$ cat src/rtl/spi_byte_receiver_if.sv
`default_nettype none
// ============================================================================
// Module   : spi_byte_receiver_if
// Brief    : SPI pin and received-byte bundle for the SPI byte receiver.
// Revision : 1.0
// ============================================================================
interface spi_byte_receiver_if;
    logic       spi_sck;
    logic       spi_mosi;
    logic       spi_cs_n;
    logic       spi_miso;
    logic [7:0] rx_byte;
    logic       rdy;
    logic       overrun;
    logic       bit_err;
    logic       busy;

    modport slave (
        input  spi_sck, spi_mosi, spi_cs_n,
        output spi_miso, rx_byte, rdy, overrun, bit_err, busy
    );

    modport master (
        output spi_sck, spi_mosi, spi_cs_n,
        input  spi_miso, rx_byte, rdy, overrun, bit_err, busy
    );
endinterface
`default_nettype wire

$ cat src/rtl/spi_byte_receiver.sv
`default_nettype none
// ============================================================================
// Module   : spi_byte_receiver
// Brief    : Mode-0 SPI slave; syncs pins into clk, assembles bytes, stretches
//            the byte-ready strobe and echoes the previous byte on MISO.
// Revision : 1.0
// ============================================================================
module spi_byte_receiver #(
    parameter int SYNC_STAGES = 2,
    parameter int RDY_HOLD    = 4,
    parameter int TIMEOUT     = 1024,
    parameter bit MSB_FIRST   = 1'b1
) (
    input  wire logic          clk,
    input  wire logic          reset,
    spi_byte_receiver_if.slave bus
);
    localparam int c_hold_w = $clog2(RDY_HOLD + 1);
    localparam int c_to_w   = $clog2(TIMEOUT + 1);

    typedef enum logic [0:0] {
        ST_IDLE  = 1'b0,
        ST_SHIFT = 1'b1
    } state_t;

    state_t                 state_q, state_d;
    logic [SYNC_STAGES-1:0] sck_sync_q, sck_sync_d;
    logic [SYNC_STAGES-1:0] mosi_sync_q, mosi_sync_d;
    logic [SYNC_STAGES-1:0] cs_sync_q, cs_sync_d;
    logic                   sck_dly_q, sck_dly_d;
    logic                   cs_dly_q, cs_dly_d;
    logic [2:0]             bit_cnt_q, bit_cnt_d;
    logic [7:0]             shift_q, shift_d;
    logic [7:0]             tx_q, tx_d;
    logic                   done_q, done_d;
    logic [7:0]             rx_byte_q, rx_byte_d;
    logic                   rdy_q, rdy_d;
    logic [c_hold_w-1:0]    hold_q, hold_d;
    logic [c_to_w-1:0]      to_q, to_d;
    logic                   overrun_q, overrun_d;
    logic                   bit_err_q, bit_err_d;
    logic                   busy_q, busy_d;
    logic                   miso_q, miso_d;

    logic w_sck_s, w_mosi_s, w_cs_s;
    logic w_sck_rise, w_sck_fall, w_cs_rise, w_cs_fall;

    assign w_sck_s    = sck_sync_q[SYNC_STAGES-1];
    assign w_mosi_s   = mosi_sync_q[SYNC_STAGES-1];
    assign w_cs_s     = cs_sync_q[SYNC_STAGES-1];
    assign w_sck_rise = w_sck_s & ~sck_dly_q;
    assign w_sck_fall = ~w_sck_s & sck_dly_q;
    assign w_cs_rise  = w_cs_s & ~cs_dly_q;
    assign w_cs_fall  = ~w_cs_s & cs_dly_q;

    always_comb begin
        sck_sync_d  = {sck_sync_q[SYNC_STAGES-2:0], bus.spi_sck};
        mosi_sync_d = {mosi_sync_q[SYNC_STAGES-2:0], bus.spi_mosi};
        cs_sync_d   = {cs_sync_q[SYNC_STAGES-2:0], bus.spi_cs_n};
        sck_dly_d   = w_sck_s;
        cs_dly_d    = w_cs_s;
        state_d     = state_q;
        bit_cnt_d   = bit_cnt_q;
        shift_d     = shift_q;
        tx_d        = tx_q;
        done_d      = 1'b0;
        rx_byte_d   = rx_byte_q;
        rdy_d       = rdy_q;
        hold_d      = hold_q;
        to_d        = to_q;
        overrun_d   = 1'b0;
        bit_err_d   = 1'b0;

        // Byte hand-off runs one cycle after the 8th rise, independent of CS.
        if (done_q) begin
            rx_byte_d = shift_q;
            rdy_d     = 1'b1;
            hold_d    = c_hold_w'(RDY_HOLD);
            overrun_d = rdy_q;
        end else if (rdy_q) begin
            if (hold_q == c_hold_w'(1)) begin
                rdy_d  = 1'b0;
                hold_d = '0;
            end else begin
                hold_d = hold_q - c_hold_w'(1);
            end
        end

        case (state_q)
            ST_IDLE: begin
                bit_cnt_d = '0;
                to_d      = '0;
                if (w_cs_fall) begin
                    state_d = ST_SHIFT;
                end
            end
            default: begin
                if (w_sck_rise) begin
                    shift_d   = MSB_FIRST ? {shift_q[6:0], w_mosi_s} : {w_mosi_s, shift_q[7:1]};
                    bit_cnt_d = bit_cnt_q + 3'd1;
                    done_d    = (bit_cnt_q == 3'd7);
                end

                if (w_sck_rise || w_sck_fall) begin
                    to_d = '0;
                end else if (bit_cnt_q != 3'd0) begin
                    if (to_q == c_to_w'(TIMEOUT - 1)) begin
                        to_d      = '0;
                        bit_cnt_d = '0;
                        bit_err_d = 1'b1;
                    end else begin
                        to_d = to_q + c_to_w'(1);
                    end
                end else begin
                    to_d = '0;
                end

                // Between bytes the echo register tracks the last completed byte.
                if (bit_cnt_q == 3'd0) begin
                    tx_d = rx_byte_q;
                end else if (w_sck_fall) begin
                    tx_d = MSB_FIRST ? {tx_q[6:0], 1'b0} : {1'b0, tx_q[7:1]};
                end

                if (w_cs_rise) begin
                    state_d   = ST_IDLE;
                    bit_cnt_d = '0;
                    to_d      = '0;
                    if (bit_cnt_q != 3'd0 && !(w_sck_rise && bit_cnt_q == 3'd7)) begin
                        bit_err_d = 1'b1;
                    end
                end
            end
        endcase

        busy_d = (state_d == ST_SHIFT);
        miso_d = busy_d & (MSB_FIRST ? tx_d[7] : tx_d[0]);
    end

    always_ff @(posedge clk) begin
        if (!reset) begin
            sck_sync_q  <= '0;
            mosi_sync_q <= '0;
            cs_sync_q   <= '1;
            sck_dly_q   <= 1'b0;
            cs_dly_q    <= 1'b1;
            state_q     <= ST_IDLE;
            bit_cnt_q   <= '0;
            shift_q     <= '0;
            tx_q        <= '0;
            done_q      <= 1'b0;
            rx_byte_q   <= '0;
            rdy_q       <= 1'b0;
            hold_q      <= '0;
            to_q        <= '0;
            overrun_q   <= 1'b0;
            bit_err_q   <= 1'b0;
            busy_q      <= 1'b0;
            miso_q      <= 1'b0;
        end else begin
            sck_sync_q  <= sck_sync_d;
            mosi_sync_q <= mosi_sync_d;
            cs_sync_q   <= cs_sync_d;
            sck_dly_q   <= sck_dly_d;
            cs_dly_q    <= cs_dly_d;
            state_q     <= state_d;
            bit_cnt_q   <= bit_cnt_d;
            shift_q     <= shift_d;
            tx_q        <= tx_d;
            done_q      <= done_d;
            rx_byte_q   <= rx_byte_d;
            rdy_q       <= rdy_d;
            hold_q      <= hold_d;
            to_q        <= to_d;
            overrun_q   <= overrun_d;
            bit_err_q   <= bit_err_d;
            busy_q      <= busy_d;
            miso_q      <= miso_d;
        end
    end

    assign bus.rx_byte  = rx_byte_q;
    assign bus.rdy      = rdy_q;
    assign bus.overrun  = overrun_q;
    assign bus.bit_err  = bit_err_q;
    assign bus.busy     = busy_q;
    assign bus.spi_miso = miso_q;
endmodule
`default_nettype wire

$ cat src/flat_wrapper.sv
// flat-port wrapper written by rule: the top's interface ports become plain ports
module spi_byte_receiver_flat 
#(
    parameter int SYNC_STAGES = 2,
    parameter int RDY_HOLD    = 4,
    parameter int TIMEOUT     = 1024,
    parameter bit MSB_FIRST   = 1'b1
)
  (clk, reset, bus_spi_sck, bus_spi_mosi, bus_spi_cs_n, bus_spi_miso, bus_rx_byte, bus_rdy, bus_overrun, bus_bit_err, bus_busy);
  spi_byte_receiver_if bus_i ();
  input  wire logic clk;
  input  wire logic reset;
  input wire logic [$bits(bus_i.spi_sck)-1:0] bus_spi_sck;
  input wire logic [$bits(bus_i.spi_mosi)-1:0] bus_spi_mosi;
  input wire logic [$bits(bus_i.spi_cs_n)-1:0] bus_spi_cs_n;
  output wire logic [$bits(bus_i.spi_miso)-1:0] bus_spi_miso;
  output wire logic [$bits(bus_i.rx_byte)-1:0] bus_rx_byte;
  output wire logic [$bits(bus_i.rdy)-1:0] bus_rdy;
  output wire logic [$bits(bus_i.overrun)-1:0] bus_overrun;
  output wire logic [$bits(bus_i.bit_err)-1:0] bus_bit_err;
  output wire logic [$bits(bus_i.busy)-1:0] bus_busy;
  assign bus_i.spi_sck = bus_spi_sck;
  assign bus_i.spi_mosi = bus_spi_mosi;
  assign bus_i.spi_cs_n = bus_spi_cs_n;
  assign bus_spi_miso = bus_i.spi_miso;
  assign bus_rx_byte = bus_i.rx_byte;
  assign bus_rdy = bus_i.rdy;
  assign bus_overrun = bus_i.overrun;
  assign bus_bit_err = bus_i.bit_err;
  assign bus_busy = bus_i.busy;
  spi_byte_receiver #(.SYNC_STAGES(SYNC_STAGES), .RDY_HOLD(RDY_HOLD), .TIMEOUT(TIMEOUT), .MSB_FIRST(MSB_FIRST)) u_core (.clk(clk), .reset(reset), .bus(bus_i));
endmodule
$ cat config.mk
export PLATFORM = sky130hd
export DESIGN_NAME = spi_byte_receiver_flat
export DESIGN_NICKNAME = d
export VERILOG_FILES = /design/src/rtl/spi_byte_receiver_if.sv /design/src/rtl/spi_byte_receiver.sv /design/src/flat_wrapper.sv
export SDC_FILE = /design/constraint.sdc
export NUM_CORES = 1
export LEC_CHECK = 0
export CAP_MARGIN = 20
export CORE_MARGIN = 2
export CORE_UTILIZATION = 30
export DETAILED_ROUTE_END_ITERATION = 10
export PLACE_DENSITY_LB_ADDON = 0.15
export SLEW_MARGIN = 20
export SYNTH_ARGS = -nofsm -noshare
export SYNTH_HDL_FRONTEND = slang
export SYNTH_SLANG_ARGS = --single-unit
$ cat constraint.sdc
create_clock -name clk -period 1.64 [get_ports clk]
set_clock_uncertainty 0.2 [all_clocks]
set_input_delay 0.328 -clock clk [delete_from_list [all_inputs] [get_ports clk]]
set_output_delay 0.328 -clock clk [all_outputs]
set_load 0.05 [all_outputs]
==> reports/summary.txt, run 1 <==
layout cells sized above 1 - 0.241
RSZ-0062 raised after global routing - yes
routed wl met2 - 1870 um
Sequential Power Share - 0.601
clock buffer depth - 2
failing checks - setup timing
post-synthesis register bit count - 55
Final WS setup - -0.0117 ns
antenna cells - 0
Port Buffer Count - 17
Sink Count - 55
PwrDens - 770 nW/um^2
Remaining Overflow, GRT - 0
core footprint - 7180 um^2
status - complete, but fails checks
TritonCTS buffer count - 5
Clock Power Share - 0.353
initial core utilization - 0.306
nets@finish - 282
Post-Place Cells - 359
DP HPWL - 2900 um
WL met3 - 122 um
GRT Util Overall - 0.118
commonest register cell after synthesis - dfxtp_1
worst-margin pin slew - 0.307 ns
WL final - 4250 um
Syn Inst Count - 232
first-pass GRT wire length - 7310 um
vias per cell - 4.42
startpoint types - flip-flop
Clock Pin Slew Worst Setup and Hold Paths - 0.09 ns
final setup fails - 2
largest family of logic cells by synthesized area - simple AND/OR/NAND/NOR gates
Antenna Violating Nets Remaining - 0
max incr delay on CP - 0.50 ns
die height - 89.6 um
FP Rows - 31
sw power - 0.477 mW
Post-CTS Hold Buffers - 0
Sw Share - 0.211
sequential-to-total area share from yosys stat - 0.501
Hold Crit Depth - 1
final count of pins violating max slew - 0
Synth Area in Compound Gates - 0.103
CP endpoint kind - flip-flop
TritonCTS clock tree - yes
crit path max fanout - 4
largest net degree at the start of global routing - 38
CP Data Required Time - 1.68 ns
RD Place Congestion - 0.703
Max-Cap Viols - 0
fraction of the mapped netlist area in adder cells - 0.0456
FF-to-FF path depth - 5
router iterations before antenna repair - 4
Leak - 1.03 nW
full die area - 8020 um^2
H-Tree Depth - 2
most common cell after layout, fill and taps aside - dfxtp_1
initial antenna violation count - 0
vias in the first global route - 1,573
Fin. Hold Viols - 0
fmax - 0.605 GHz
pre-CTS setup slack - -0.194 ns
VDD IR max - 0.366 mV
Synth async-reset ratio - 0
Synth Net Count - 245
worst reg2reg endpoint - u_core.bus.bit_err
hold_sp - u_core.cs_sync_q[0]
Post-route DRC - 0
Post-Synth XOR/XNOR Area - 0.0359
crit path time final - 1.65 ns
routed metal-1 wirelength - 2200 um
post-synthesis instance area - 2200 um^2
CTS root buffer - clkbuf_8
Die W - 89.6 um
non-filler cells, final - 369
DR iter-0 viols - 51
WL per Instance - 11.5 um
Ports - 18
total vias in the final route - 1,632
EDFF count, synth - 0
Synth cell types - 34
CP max stage cell - or4_4
Mapped Avg Cell Area - 9.46 um^2
Worst-Skew Late Latency - 0.30 ns
synth-to-layout area growth - 34.0%
hold path endpoint - u_core.cs_sync_q[1]
commonest non-fill, non-tap cells in the layout - dfxtp_1, buf_4, nand2_1, nor2_1, buf_12
mux contribution to synthesized area - 0.0598
combinational cell fraction of total power - 0.046
crit path DAT - 1.69 ns
Reg2Reg Setup Slack - -0.01 ns
yosys warns - 0
critical path type - reg -> reg
worst-path cell chain - ha_4, nand4_1, or4_4, o21ai_2, nor2b_4
R2R Path Start - u_core.to_q[0]
Hold WC Path Type - reg -> reg
relative slew slack - 0.795
simple-gate share of the synthesized area - 0.211
period utilization - 1.01
top routing layer in use - met4
Pint - 1.79 mW
-- power by group through the flow --
stage                     Sequential, mW  Clock [mW]  Combinational [mW]
after global placement              1.39           0              0.0975
after floorplan                     1.39           0              0.0569
after global routing                1.37       0.892               0.114
after CTS                           1.36       0.834               0.102
after detailed placement            1.39           0              0.0973
final                               1.36       0.801               0.104
-- cell type report --
class / instances / area [um^2]
Timing Repair Buffer: 40 / 480
Inverter: 12 / 45.0
Multi-Input combinational cell: 155 / 1080
Sequential cell: 55 / 1110
Fill cell: 715 / 4230
Tap cell: 99 / 124
Clock buffer: 8 / 100
-- synthesized netlist by cell type, types with 6 or more instances --
cell,instances,area (um^2)
a21oi_1,8,40.0
a21boi_0,10,75.1
nand3_1,12,60.1
o21ai_0,14,70.1
ha_1,8,100
nor2_1,18,67.6
nand3b_1,6,45.0
clkbuf_1,7,26.3
mux2i_1,12,120
inv_1,12,45.0
nand2_1,17,63.8
nor2b_1,14,87.6
dfxtp_1,55,1100
-- critical path: cells and delay by family (launching register included) --
kind	cells	cell delay (ns)
AO/OA/AOI/OAI	1	0.16
AND/OR/NAND/NOR	3	0.74
flip-flops	1	0.36
adder cells (fa/ha/maj)	1	0.13
-- state kept, by name (all words and copies together) (netlist names), 2 cells and up --
| signal | cells |
|---|---|
| u_core.bit_cnt_q | 3 |
| u_core.bus.rx_byte | 8 |
| u_core.cs_sync_q | 2 |
| u_core.hold_q | 3 |
| u_core.mosi_sync_q | 2 |
| u_core.sck_sync_q | 2 |
| u_core.shift_q | 8 |
| u_core.to_q | 11 |
| u_core.tx_q | 8 |
-- worst max-delay path by stage --
stage,start,slack [ns],depth (start not counted),to
2_1_floorplan,u_core.to_q[0],0.006,5,u_core.to_q[2]
3_3_place_gp,reset,-0.16,5,u_core.bus.spi_miso
3_5_place_dp,reset,-0.19,5,u_core.bus.spi_miso
4_1_cts,u_core.bit_cnt_q[0],-0.03,7,u_core.tx_q[6]
5_1_grt,u_core.to_q[0],-0.08,5,u_core.bus.bit_err
6_report,u_core.to_q[0],-0.01,5,u_core.bus.bit_err
-- what timing repair did --
action,CTS,global route
buffers inserted,1,0
endpoints found under the setup margin,16,22
pin swaps,1,8
gates resized for setup,10,16
gates cloned,1,0
-- metal layers --
layer | vias up | track usage
met3 | 5 | 0.0360
li1 | 850 | -
met4 | 0 | 0.0380
met2 | 19 | 0.184
met1 | 758 | 0.156
met5 | - | 0
-- logic make-up after synthesis --
group | after synthesis
simple gates | 87
flops | 55
compound gates | 37
buf+inv | 23
mux | 13
xor+xnor | 9
fa+ha+maj | 8
-- per-stage QoR --
| stage | total power [mW] | hold slack [ns] | setup TNS (ns) | utilization | instance area [um^2] |
|---|---|---|---|---|---|
| after floorplan | 1.45 | 0.186 | 0 | - | 2200 |
| after global placement | 1.49 | 0.192 | -2.22 | 0.381 | 2740 |
| after detailed placement | 1.49 | 0.198 | -2.69 | 0.381 | 2740 |
| after CTS | 2.30 | 0.221 | -0.178 | 0.404 | 2900 |
| after global routing | 2.37 | 0.246 | -0.459 | 0.410 | 2940 |
| final | 2.27 | 0.215 | -0.0160 | 0.410 | 2940 |
Note: power is estimated with default switching activity, not from simulation.
==> run 2: changes to the inputs <==
--- a/config.mk
+++ b/config.mk
@@ -7,7 +7,7 @@
 export LEC_CHECK = 0
 export CAP_MARGIN = 20
 export CORE_MARGIN = 2
-export CORE_UTILIZATION = 30
+export CORE_UTILIZATION = 50
 export DETAILED_ROUTE_END_ITERATION = 10
 export PLACE_DENSITY_LB_ADDON = 0.15
 export SLEW_MARGIN = 20
==> run 2 against run 1 <==
  * The run still ends with setup timing left
  * Sequential share of layout area fell by 0.55 points
  * Utilization rose by 28 points
  * Worst setup slack got worse by 0.074 ns
  * Largest power group unchanged
==> reports/summary.txt, run 2 (synthesized netlist as in run 1, its figures left out) <==
status - complete, but fails checks
failing checks - setup timing
first-pass GRT wire length - 7450 um (+2.0%)
worst-margin pin slew - 0.323 ns (+0.0160 ns)
fmax - 0.580 GHz (-4.3%)
Leak - 1.07 nW (+3.5%)
Remaining Overflow, GRT - 0 (unchanged)
crit path DAT - 1.72 ns (+0.03 ns)
Ports - 18 (unchanged)
core footprint - 4290 um^2 (-40%)
synth-to-layout area growth - 35.8%
antenna cells - 0 (unchanged)
nets@finish - 288 (+2.1%)
relative slew slack - 0.784 (-0.0109)
max incr delay on CP - 0.52 ns (+0.02 ns)
TritonCTS buffer count - 5 (unchanged)
area of the multi-input gates - 1120 um^2 (+2.9%)
VDD IR max - 0.437 mV (+19%)
Antenna Violating Nets Remaining - 0 (unchanged)
DR iter-0 viols - 114 (+120%)
Biggest register - u_core.to_q
largest net degree at the start of global routing - 24 (-37%)
CP Data Required Time - 1.64 ns (-0.04 ns)
startpoint types - flip-flop
TritonCTS clock tree - yes
initial antenna violation count - 0 (unchanged)
Port Buffer Count - 17 (unchanged)
crit path max fanout - 4 (unchanged)
GRT Util Overall - 0.190 (+0.0724)
FP Rows - 24 (-23%)
H-Tree Depth - 2 (unchanged)
Post-CTS Hold Buffers - 0 (unchanged)
total vias in the final route - 1,674 (+2.6%)
worst path buffer plus inverter count - 0 (unchanged)
non-filler cells, final - 328 (-11%)
die height - 70.3 um (-22%)
final count of pins violating max slew - 0 (unchanged)
Post-route DRC - 0 (unchanged)
crit path time final - 1.73 ns (+0.0736 ns)
full die area - 4940 um^2 (-38%)
RD Place Congestion - 0.748 (+6.4%)
Sink Count - 55 (unchanged)
Die W - 70.3 um (-22%)
Fin. Hold Viols - 0 (unchanged)
post-route cell area - 2980 um^2 (+1.4%)
Reg2Reg Setup Slack - -0.09 ns (-0.07 ns)
Post-Place Cells - 315 (-12%)
vias per cell - 5.10 (+15%)
WL final - 4370 um (+2.8%)
commonest non-fill, non-tap cells in the layout - dfxtp_1, buf_4, nand2_1
vias in the first global route - 1,648 (+4.8%)
R2R Path Start - u_core.to_q[0]
PwrDens - 764 nW/um^2 (-0.87%)
most common cell after layout, fill and taps aside - dfxtp_1
final setup fails - 13 (+11)
number of fill cells - 343 (-52%)
final total negative setup slack - -0.476 ns (-0.460 ns)
layout cells sized above 1 - 0.279 (+0.0382)
period utilization - 1.05 (+0.0449)
RSZ-0062 raised after global routing - yes
worst-path cell chain - ha_4, nand4_1, or4_4, o21ai_4, nor2_1
Hold WC Path Type - reg -> reg
Fin Hold WS - 0.227 ns (+0.0116 ns)
Post-DP Area - 2710 um^2 (-0.87%)
Max-Cap Viols - 0 (unchanged)
CP max stage cell - or4_4
DP HPWL - 2820 um (-2.9%)
max reg flops - 11 (unchanged)
router iterations before antenna repair - 4 (unchanged)
Worst-Skew Late Latency - 0.30 ns (about the same)
Final WS setup - -0.0853 ns (-0.0736 ns)
clock buffer depth - 2 (unchanged)
Storage cell area - 1110 um^2 (-0.11%)
WL per Instance - 13.3 um (+16%)
initial core utilization - 0.511 (+0.205)
Clock Pin Slew Worst Setup and Hold Paths - 0.09 ns (about the same)
worst setup path start - u_core.to_q[0]
Top delay family on crit path - simple AND/OR/NAND/NOR gates
hold_sp - u_core.cs_sync_q[0]
CP endpoint kind - flip-flop
CTS root buffer - clkbuf_8
critical path type - reg -> reg
[run 2: cell types whose count changed in the layout (fill, tap and decap cells not counted), sizes merged]
cell and delta:
buf +6
[run 2: worst paths after layout]
check                                      endpoint  depth (start not counted)
worst max-delay path            u_core.bit_cnt_q[0]                          5
worst min-delay path            u_core.cs_sync_q[1]                          1
worst min register to register  u_core.cs_sync_q[1]                          1
worst max register to register  u_core.bit_cnt_q[0]                          5
[run 2: metal layers]
layer,wire [um],part of all wire,GRT usage,vias to the layer above
met5,0,0,0,-
met4,58,0.013,0.0876,0
met3,97,0.022,0.0346,5
met2,2120,0.49,0.314,24
met1,2090,0.48,0.241,784
li1,-,-,-,861
[run 2: power breakdown]
group | internal [mW] | switching (mW) | leakage (nW)
clock network | 0.386 | 0.416 | 0.0515
registers | 1.35 | 0.00988 | 0.448
logic | 0.0558 | 0.0565 | 0.570
total | 1.80 | 0.482 | 1.07
[run 2: layout make-up]
type | instances | area share
Multi-Input combinational cell | 155 | 0.374
Inverter | 12 | 0.0151
Sequential cell | 55 | 0.371
Tap cell | 52 | 0.0218
Clock buffer | 8 | 0.0336
Timing Repair Buffer | 46 | 0.184
[run 2: through the flow]
step           utilization  setup WS, ns  total power [mW]
2_1_floorplan            -       0.00589              1.45
3_3_place_gp         0.632        -0.131              1.49
3_5_place_dp         0.632        -0.171              1.49
4_1_cts              0.676       -0.0285              2.29
5_1_grt              0.695        -0.151              2.36
6_report             0.695       -0.0853              2.28
[run 2: what timing repair did]
action | 4_1_cts | 5_1_grt
endpoints found under the setup margin | 20 | 23
resized for setup | 18 | 21
setup buffers | 4 | 1
pin swaps | 1 | 10
gates cloned | 1 | 0
